===== src/rtl/e203_ifu_pkg.sv =====
// Shared definitions for the IFU flush/response tracking logic.
package e203_ifu_pkg;

    localparam int E203_PC_SIZE = 32;

    // Flush sequencing: IDLE -> (DRAIN ->) REDIR -> IDLE
    typedef enum logic [1:0] {
        ST_IDLE  = 2'd0,
        ST_DRAIN = 2'd1,
        ST_REDIR = 2'd2
    } flush_state_e;

endpackage


===== src/rtl/e203_ifu_flush_cnt.sv =====
// Small saturating up/down counter with synchronous load, used for both the
// outstanding-fetch count and the stale-response drop count.
module e203_ifu_flush_cnt #(
    parameter int W   = 2,
    parameter int MAX = 2
) (
    input  logic         clk,
    input  logic         rst_n,
    input  logic         load,
    input  logic [W-1:0] load_val,
    input  logic         inc,
    input  logic         dec,
    output logic [W-1:0] count
);

    localparam logic [W-1:0] MAX_V = W'(MAX);

    always_ff @(posedge clk or negedge rst_n) begin
        if (!rst_n) begin
            count <= '0;
        end else if (load) begin
            count <= load_val;
        end else if (inc && !dec) begin
            if (count != MAX_V) count <= count + 1'b1;
        end else if (dec && !inc) begin
            if (count != '0) count <= count - 1'b1;
        end
    end

    // A request while already full means the fetch bus broke its outstanding limit
    always_ff @(posedge clk) begin
        if (rst_n && !load) assert (!(inc && !dec && count == MAX_V));
    end

endmodule


===== src/rtl/e203_ifu_flush_rsp.sv =====
// Accepts commit-side flushes, discards responses to fetches issued before the
// flush, then issues a single redirect fetch to the flush target.
module e203_ifu_flush_rsp
    import e203_ifu_pkg::*;
#(
    parameter int E203_PC_SIZE = e203_ifu_pkg::E203_PC_SIZE
) (
    input  logic                    clk,
    input  logic                    rst_n,
    input  logic                    pipe_flush_req,
    input  logic [E203_PC_SIZE-1:0] pipe_flush_add_op1,
    input  logic [E203_PC_SIZE-1:0] pipe_flush_add_op2,
    output logic                    pipe_flush_ack,
    input  logic                    ifu_req_hsked,
    input  logic                    ifu_rsp_hsked,
    output logic                    ifu_rsp_drop,
    output logic                    fetch_stall,
    output logic                    redir_req_valid,
    output logic [E203_PC_SIZE-1:0] redir_req_pc,
    input  logic                    redir_req_ready
);

    flush_state_e state, state_nxt;

    logic [1:0]              out_cnt;
    logic [1:0]              drop_cnt;
    logic [1:0]              drop_ld_val;
    logic                    drop_ld;
    logic                    drop_dec;
    logic                    tgt_ld;
    logic [E203_PC_SIZE-1:0] tgt_sum;
    logic [E203_PC_SIZE-1:0] tgt_pc;

    e203_ifu_flush_cnt #(.W(2), .MAX(2)) u_out_cnt (
        .clk      (clk),
        .rst_n    (rst_n),
        .load     (1'b0),
        .load_val (2'd0),
        .inc      (ifu_req_hsked),
        .dec      (ifu_rsp_hsked),
        .count    (out_cnt)
    );

    e203_ifu_flush_cnt #(.W(2), .MAX(2)) u_drop_cnt (
        .clk      (clk),
        .rst_n    (rst_n),
        .load     (drop_ld),
        .load_val (drop_ld_val),
        .inc      (1'b0),
        .dec      (drop_dec),
        .count    (drop_cnt)
    );

    // A response arriving in the flush cycle belongs to the old stream but is
    // already consumed, so it is not counted as stale.
    assign drop_ld_val = (ifu_rsp_hsked && out_cnt != 2'd0) ? out_cnt - 2'd1 : out_cnt;
    assign tgt_sum     = pipe_flush_add_op1 + pipe_flush_add_op2;

    always_ff @(posedge clk or negedge rst_n) begin
        if (!rst_n) begin
            state  <= ST_IDLE;
            tgt_pc <= '0;
        end else begin
            state <= state_nxt;
            if (tgt_ld) tgt_pc <= {tgt_sum[E203_PC_SIZE-1:1], 1'b0};
        end
    end

    always_comb begin
        state_nxt       = state;
        pipe_flush_ack  = 1'b0;
        tgt_ld          = 1'b0;
        drop_ld         = 1'b0;
        drop_dec        = 1'b0;
        redir_req_valid = 1'b0;
        case (state)
            ST_IDLE: begin
                pipe_flush_ack = pipe_flush_req;
                if (pipe_flush_req) begin
                    tgt_ld    = 1'b1;
                    drop_ld   = 1'b1;
                    state_nxt = (drop_ld_val == 2'd0) ? ST_REDIR : ST_DRAIN;
                end
            end
            ST_DRAIN: begin
                // Newer flush only retargets; the stale count is unaffected
                pipe_flush_ack = pipe_flush_req;
                tgt_ld         = pipe_flush_req;
                drop_dec       = ifu_rsp_hsked;
                if ((drop_cnt == 2'd1 && ifu_rsp_hsked) || drop_cnt == 2'd0)
                    state_nxt = ST_REDIR;
            end
            ST_REDIR: begin
                redir_req_valid = 1'b1;
                if (redir_req_ready) state_nxt = ST_IDLE;
            end
            default: state_nxt = ST_IDLE;
        endcase
    end

    assign ifu_rsp_drop = (drop_cnt != 2'd0);
    assign fetch_stall  = (state != ST_IDLE);
    assign redir_req_pc = tgt_pc;

endmodule


===== config.mk =====
export PLATFORM = sky130hd
export DESIGN_NAME = e203_ifu_flush_rsp
export DESIGN_NICKNAME = d
export VERILOG_FILES = /design/src/rtl/e203_ifu_pkg.sv /design/src/rtl/e203_ifu_flush_cnt.sv /design/src/rtl/e203_ifu_flush_rsp.sv
export SDC_FILE = /design/constraint.sdc
export NUM_CORES = 1
export LEC_CHECK = 0
export ABC_CLOCK_PERIOD_IN_PS = 1460
export BUFFER_PORTS_ARGS = -buffer_cell sky130_fd_sc_hd__buf_2
export CAP_MARGIN = 20
export CORE_UTILIZATION = 40
export CTS_CLUSTER_DIAMETER = 80
export CTS_CLUSTER_SIZE = 25
export DETAILED_ROUTE_END_ITERATION = 16
export PLACE_DENSITY = 0.67
export SLEW_MARGIN = 25
export SYNTH_ARGS = -nofsm -noshare
export SYNTH_HDL_FRONTEND = slang
export SYNTH_SLANG_ARGS = --single-unit

===== constraint.sdc =====
create_clock -name clk -period 1.46 [get_ports clk]
set_input_delay 0.146 -clock clk [delete_from_list [all_inputs] [get_ports clk]]
set_output_delay 0.146 -clock clk [all_outputs]
set_load 0.02 [all_outputs]

==> impl_metrics.yaml, run 1 <==
finish:
  multiInputGateArea_um2: 2840
  diodes: 0
  mostFrequentLayoutCells: "buf_4 (116), buf_2 (88), nand2_1 (56)"
  nNetsFinal: 727
  drive_gt1_share_pct: 53.6
  final_area_um2: 5660
  regArea_um2: 926
  syn_to_final_growth_pct: 75.2
  mostFrequentLayoutCell: "buf_4"
  nFillCells: 580
  final_util_pct: 72.8
power_and_ir_drop:
  ir_drop_uv: 658
  switching_share_pct: 44.1
  p_seq_share_pct: 26.4
  p_switching_mw: 3.10
  p_total_mw: 7.04
  pwr-share-clk_pct: 10.3
  p_leak_nw: 2.73
  power_density_nw_per_um2: 1240
  p_comb_share_pct: 63.3
  intPower_mw: 3.94
floorplanning:
  io_pins: 106
  start_util_pct: 41.6
  placementRows: 32
  core_um2: 7770
  fp.dieW_um: 91.9
  die_y_um: 91.9
  die_area_um2: 8440
clock_tree:
  clk_transition_reported_paths_ps: 70
  cts_tree: "built"
  cts_max_level: 2
  cts_made_buffers: 5
  cts.sinks: 37
  clk_latency_ps: 290
  clock_path_buffers: 2
  cts_root_buffer: "clkbuf_8"
place:
  port_buffers: 104
  place_ws_ps: -795
  routabilityCongestion: 0.863
  dp_hpwl_mm: 7.66
  detailed_place.area_um2: 4830
worst_hold_path:
  hold_start: "redir_req_ready"
  hold_class: "primary input to register"
detailed_routing:
  wl_per_cell_um: 14.4
  vias: 3771
  routed_wirelength_mm: 10.4
  drtAntennaViolNets: 0
  drc: 0
  drt_first_iter_violations: 129
  via_per_inst: 5.20
  drtPass1Iterations: 4
synth:
  ys_top_cells_by_area: "dfrtp_1 (29%), ha_1 (13%), nand2_1 (7.3%), o21ai_0 (6.2%), a21oi_1 (5.9%)"
  synth_largest_area_cell: "dfrtp_1"
  async_flop_share_pct: 100
  post_synth_num_cell_types: 51
  yosysWarnings: 0
  ys.flop_type: "dfrtp_1"
  avgSynthCellArea_um2: 8.07
  syn_inst: 400
  synth_top_area_share_pct: 28.7
  synthesis.nets: 505
  yosys_register_bits: 37
  synth-edff-count: 0
  syn_area_um2: 3230
  synth-seq-area-share_pct: 28.7
sta:
  period_needed_ps: 1920
  rsz0062_at_grt: "yes"
  fin_worst_skew_ps: 6.55
  slew_violations: 0
  post-route-period-util_pct: 131
  layout_setup_ws_ps: -456
  max_freq_ghz: 0.522
  finalHoldViolations: 0
  setup-violations-final: 23
grt:
  grt_pass1_vias: 3721
  grt.overflow.total: 0
  antenna_found_initial: 0
  gr-usage-all-layers_pct: 24.8
  grt_max_degree: 38
  grt_pass1_wl_mm: 17.1
run:
  maxCapViolCount: 0
critical_path:
  worstPathRequired_ps: 1630
  rr_startpoint: "u_out_cnt.count[1]"
  critPathMaxStageDelay_ps: 340
  cp-end-kind: "register"
  cp-startpoint: "pipe_flush_add_op1[0]"
  path_cells: "buf_6 -> and2_4 -> fa_2 -> a21oi_2 -> o211a_1 -> o21ai_2 -> a31oi_4 -> o41ai_4 -> a211oi_2 -> xor2_1 -> o21ai_1"
  arrival_ps: 2090
  crit_slowest_cell: "fa_2"
  cp_max_fo: 3
  crit_type: "primary input to register"
  cp-start-kind: "primary input"
run_status:
  violations: "setup timing"
  outcome: "finished, violations left"
-- worst paths after layout --
| check | end | slack, ps | cells past startpoint |
|---|---|---|---|
| worst max-delay path | redir_req_pc[26] | -460 | 11 |
| min in group asynchronous | state[1] | 430 | 3 |
| max in group asynchronous | redir_req_pc[31] | 690 | 3 |
| worst max register to register | state[1] | -80 | 7 |
| worst min-delay path | state[1] | 60 | 2 |
| worst min register to register | redir_req_pc[1] | 480 | 2 |
-- power by group through the flow --
| stage | sequential, mW | clock (mW) | combinational, mW |
|---|---|---|---|
| 3_5_place_dp | 1.87 | 0 | 3.68 |
| 3_3_place_gp | 1.85 | 0 | 3.60 |
| 4_1_cts | 1.85 | 0.731 | 4.12 |
| 6_report | 1.86 | 0.728 | 4.45 |
| 2_1_floorplan | 2.38 | 0 | 1.71 |
| 5_1_grt | 1.92 | 0.789 | 4.85 |
-- cell type report --
type / count / area share (%)
tap: 102 / 2.26
clock buffer: 5 / 1.22
timing repair buffer: 231 / 28.5
inverter: 15 / 1.06
sequential: 37 / 16.4
clock inverter: 3 / 0.310
multi-input combinational: 332 / 50.3
-- cell families after synthesis --
logic type               after synthesis  share of synthesized area, %
flip-flops                            37                          28.7
AO/OA/AOI/OAI                        141                          28.1
AND/OR/NAND/NOR                      125                          17.4
other                                  1                         0.116
buffers and inverters                 31                          3.76
multiplexers                           2                         0.620
adder cells (fa/ha/maj)               35                          13.8
XOR/XNOR                              28                          7.59
-- flip-flops by register name (all words and copies together), names as in the netlist --
signal and flops:
state 2, redir_req_pc 31, u_drop_cnt.count 2, u_out_cnt.count 2
-- per-layer routing --
layer  part of all wire [%]  vias up  global-route usage [%]
li1                       -     1890                       -
met1                     45     1785                    33.3
met2                     51       89                    43.1
met3                    3.2        7                    2.40
met4                   0.93        0                    5.08
met5                      0        -                       0
-- through the flow --
| stage | instances | hold WS (ps) | setup TNS (ps) |
|---|---|---|---|
| final | 725 | 56.1 | -5910 |
| after global routing | 725 | 38.0 | -8210 |
| after CTS | 713 | 52.1 | -5650 |
| after detailed placement | 689 | 222 | -15030 |
| after global placement | 689 | 219 | -13730 |
| after floorplan | 400 | -150 | -5780 |
-- cells in the mapped netlist (all sizes together), types with 8 or more instances --
cell type	number
inv	14
nand3	8
nand2	63
a21oi	40
dfrtp	37
nor2	21
a21o	16
o21ai	44
ha	34
xnor2	18
clkbuf	14
xor2	10
nand4	8
-- timing repair --
item,4_1_cts,5_1_grt
buffers inserted,16,16
gates resized for setup,74,36
pin swaps,49,31
hold buffers,1,0
cloned,0,0
endpoints found under the hold margin,37,0
endpoints found under the setup margin,25,31
-- worst max-delay path: cells and delay by family --
kind            cells  cell delay [ps]
compound gates      7             1110
fa+ha+maj           1              340
xor+xnor            1              240
simple gates        1              150
buf+inv             1               90
No activity file was read; power rests on OpenSTA's default activity.
==> run 2: changes to the inputs <==
--- a/config.mk
+++ b/config.mk
@@ -16,4 +16,5 @@
 export SLEW_MARGIN = 25
 export SYNTH_ARGS = -nofsm -noshare
 export SYNTH_HDL_FRONTEND = slang
+export SYNTH_HIERARCHICAL = 1
 export SYNTH_SLANG_ARGS = --single-unit
==> impl_metrics.yaml, run 2 <==
worst_hold_path:
  hold_class: "primary input to register"
critical_path:
  critPathMaxStageDelay_ps: 450
  crit_type: "primary input to register"
  worstPathRequired_ps: 1640
  path_cells: "buf_6 -> and2_4 -> fa_2 -> a21oi_4 -> o211ai_1 -> a2111oi_4 -> o31ai_4 -> a31oi_1 -> xor2_1 -> o21ai_1"
  crit_family: "compound AO/OA/AOI/OAI gates"
  crit_buf_inv: 1
  crit_slowest_cell: "a2111oi_4"
  arrival_ps: 2150
  cp-end-kind: "register"
  cp_max_fo: 4
  cp-start-kind: "primary input"
detailed_routing:
  drc: 0
  vias: 3962
  wl_per_cell_um: 15.0
  via_per_inst: 5.35
  drtPass1Iterations: 4
  routed_wirelength_mm: 11.1
  drtAntennaViolNets: 0
  drt_first_iter_violations: 170
power_and_ir_drop:
  p_total_mw: 6.61
  power_density_nw_per_um2: 1150
  p_seq_share_pct: 27.8
  ir_drop_uv: 493
  p_switching_mw: 2.93
  p_comb_share_pct: 60.7
  intPower_mw: 3.68
  switching_share_pct: 44.3
  p_leak_nw: 2.71
  pwr-share-clk_pct: 11.5
synth:
  synth_largest_area_cell: "dfrtp_1"
  avgSynthCellArea_um2: 8.19
  async_flop_share_pct: 100
  ys.flop_type: "dfrtp_1"
  post_synth_num_cell_types: 62
  yosysWarnings: 6
  yosys_register_bits: 37
  syn_area_um2: 3370
  synth_top_area_share_pct: 27.5
  yosysMostFrequentCell: "nand2_1"
  synth_common_cells: "nand2_1 (53), a21oi_1 (38), dfrtp_1 (37)"
  syn_inst: 411
  synth-seq-area-share_pct: 27.5
  synth-edff-count: 0
  ys_top_cells_by_area: "dfrtp_1 (28%), ha_1 (12%), nand2_1 (5.9%), a21oi_1 (5.7%), a21o_1 (4.2%)"
grt:
  gr-usage-all-layers_pct: 24.7
  grt_pass1_vias: 3792
  grt_pass1_wl_mm: 17.4
  grt.overflow.total: 0
  antenna_found_initial: 0
  grt_max_degree: 38
place:
  dp_cells: 718
  port_buffers: 104
  dp_hpwl_mm: 8.51
  place_ws_ps: -788
  routabilityCongestion: 0.907
floorplanning:
  die_y_um: 93.7
  die_area_um2: 8790
  io_pins: 106
  core_um2: 8180
  fp.dieW_um: 93.7
  placementRows: 33
  start_util_pct: 41.2
sta:
  finalHoldViolations: 0
  rsz0062_at_grt: "yes"
  max_freq_ghz: 0.506
  post-route-period-util_pct: 135
  slew_violations: 0
  setup-violations-final: 22
  period_needed_ps: 1980
  fin_worst_skew_ps: 5.18
  layout_setup_ws_ps: -517
clock_tree:
  cts_max_level: 2
  cts_made_buffers: 5
  cts_root_buffer: "clkbuf_8"
  cts_tree: "built"
  cts.sinks: 37
  clk_transition_reported_paths_ps: 80
  clk_latency_ps: 290
  clock_path_buffers: 2
run:
  maxCapViolCount: 0
finish:
  final_util_pct: 70.1
  mostFrequentLayoutCell: "buf_4"
  mostFrequentLayoutCells: "buf_4 (109), buf_2 (101), nand2_1 (51)"
  largest_reg_flops: 31
  syn_to_final_growth_pct: 70.2
  nNetsFinal: 737
  diodes: 0
  stdcell_count: 740
  drive_gt1_share_pct: 51.8
run_status:
  violations: "setup timing"
  outcome: "finished, violations left"
-- run 2: what timing repair did --
item | CTS | global route
pin swaps | 30 | 16
buffers inserted | 9 | 4
endpoints found under the setup margin | 28 | 29
resized for setup | 39 | 27
hold endpoints to repair | 37 | 0
gates cloned | 0 | 1
hold buffers | 1 | 0
-- run 2: metrics by stage --
stage | setup TNS, ps | instance area (µm²) | hold slack, ps
global placement | -13640 | 5170 | 226
detailed placement | -14950 | 5170 | 231
CTS | -5740 | 5550 | 30.9
global route | -7900 | 5730 | 27.8
floorplan | -4910 | 3890 | -150
finish | -6100 | 5730 | 41.9
-- run 2: final timing paths --
path | slack (ps) | startpoint | depth (start not counted) | end
max | -520 | pipe_flush_add_op1[0] | 10 | redir_req_pc[24]
min | 40 | redir_req_ready | 2 | state[1]
max reg2reg | -20 | state[1] | 6 | redir_req_pc[30]
min reg2reg | 480 | redir_req_pc[5] | 2 | redir_req_pc[5]
max in group asynchronous | 680 | rst_n | 3 | redir_req_pc[30]
min in group asynchronous | 440 | rst_n | 3 | redir_req_pc[19]
-- run 2: cell type report --
class | count | area, µm²
Fill cell | 650 | 2450
Tap cell | 105 | 131
Clock buffer | 6 | 82.6
Sequential cell | 37 | 926
Clock inverter | 1 | 7.51
Multi-Input combinational cell | 355 | 3060
Inverter | 14 | 52.6
Timing Repair Buffer | 222 | 1470
-- run 2: power groups by stage --
| stage | Clock, mW | Sequential (mW) | Combinational [mW] |
|---|---|---|---|
| final | 0.760 | 1.84 | 4.01 |
| after global routing | 0.816 | 1.90 | 4.34 |
| after CTS | 0.771 | 1.83 | 3.82 |
| after detailed placement | 0 | 1.85 | 3.64 |
| after global placement | 0 | 1.82 | 3.55 |
| after floorplan | 0 | 2.34 | 1.71 |
-- run 2: layer usage --
layer  GRT usage [%]  up-vias  routed length (µm)  part of all wire, %
met5               0        -                   0                    0
met4            7.69        0                 170                  1.5
met3            2.67       18                 553                  5.0
met2            43.1      111                5740                   52
met1            31.8     1891                4650                   42
li1                -     1942                   -                    -
-- run 2: worst register-to-register path, cell delays in order (launching register included) --
cell	delay, ps
dfrtp_1	400
nand2b_4	200
inv_2	60
nand2_1	80
nor3b_1	50
a221o_1	260
a311o_1	310
-- run 2: cell families after synthesis --
family / Yosys count / share of synthesized area (%)
AO/OA/AOI/OAI: 143 / 28.5
AND/OR/NAND/NOR: 138 / 20.2
flip-flops: 37 / 27.5
adder cells (fa/ha/maj): 32 / 12.1
buffers and inverters: 31 / 3.94
XOR/XNOR: 28 / 7.29
other: 1 / 0.111
multiplexers: 1 / 0.335
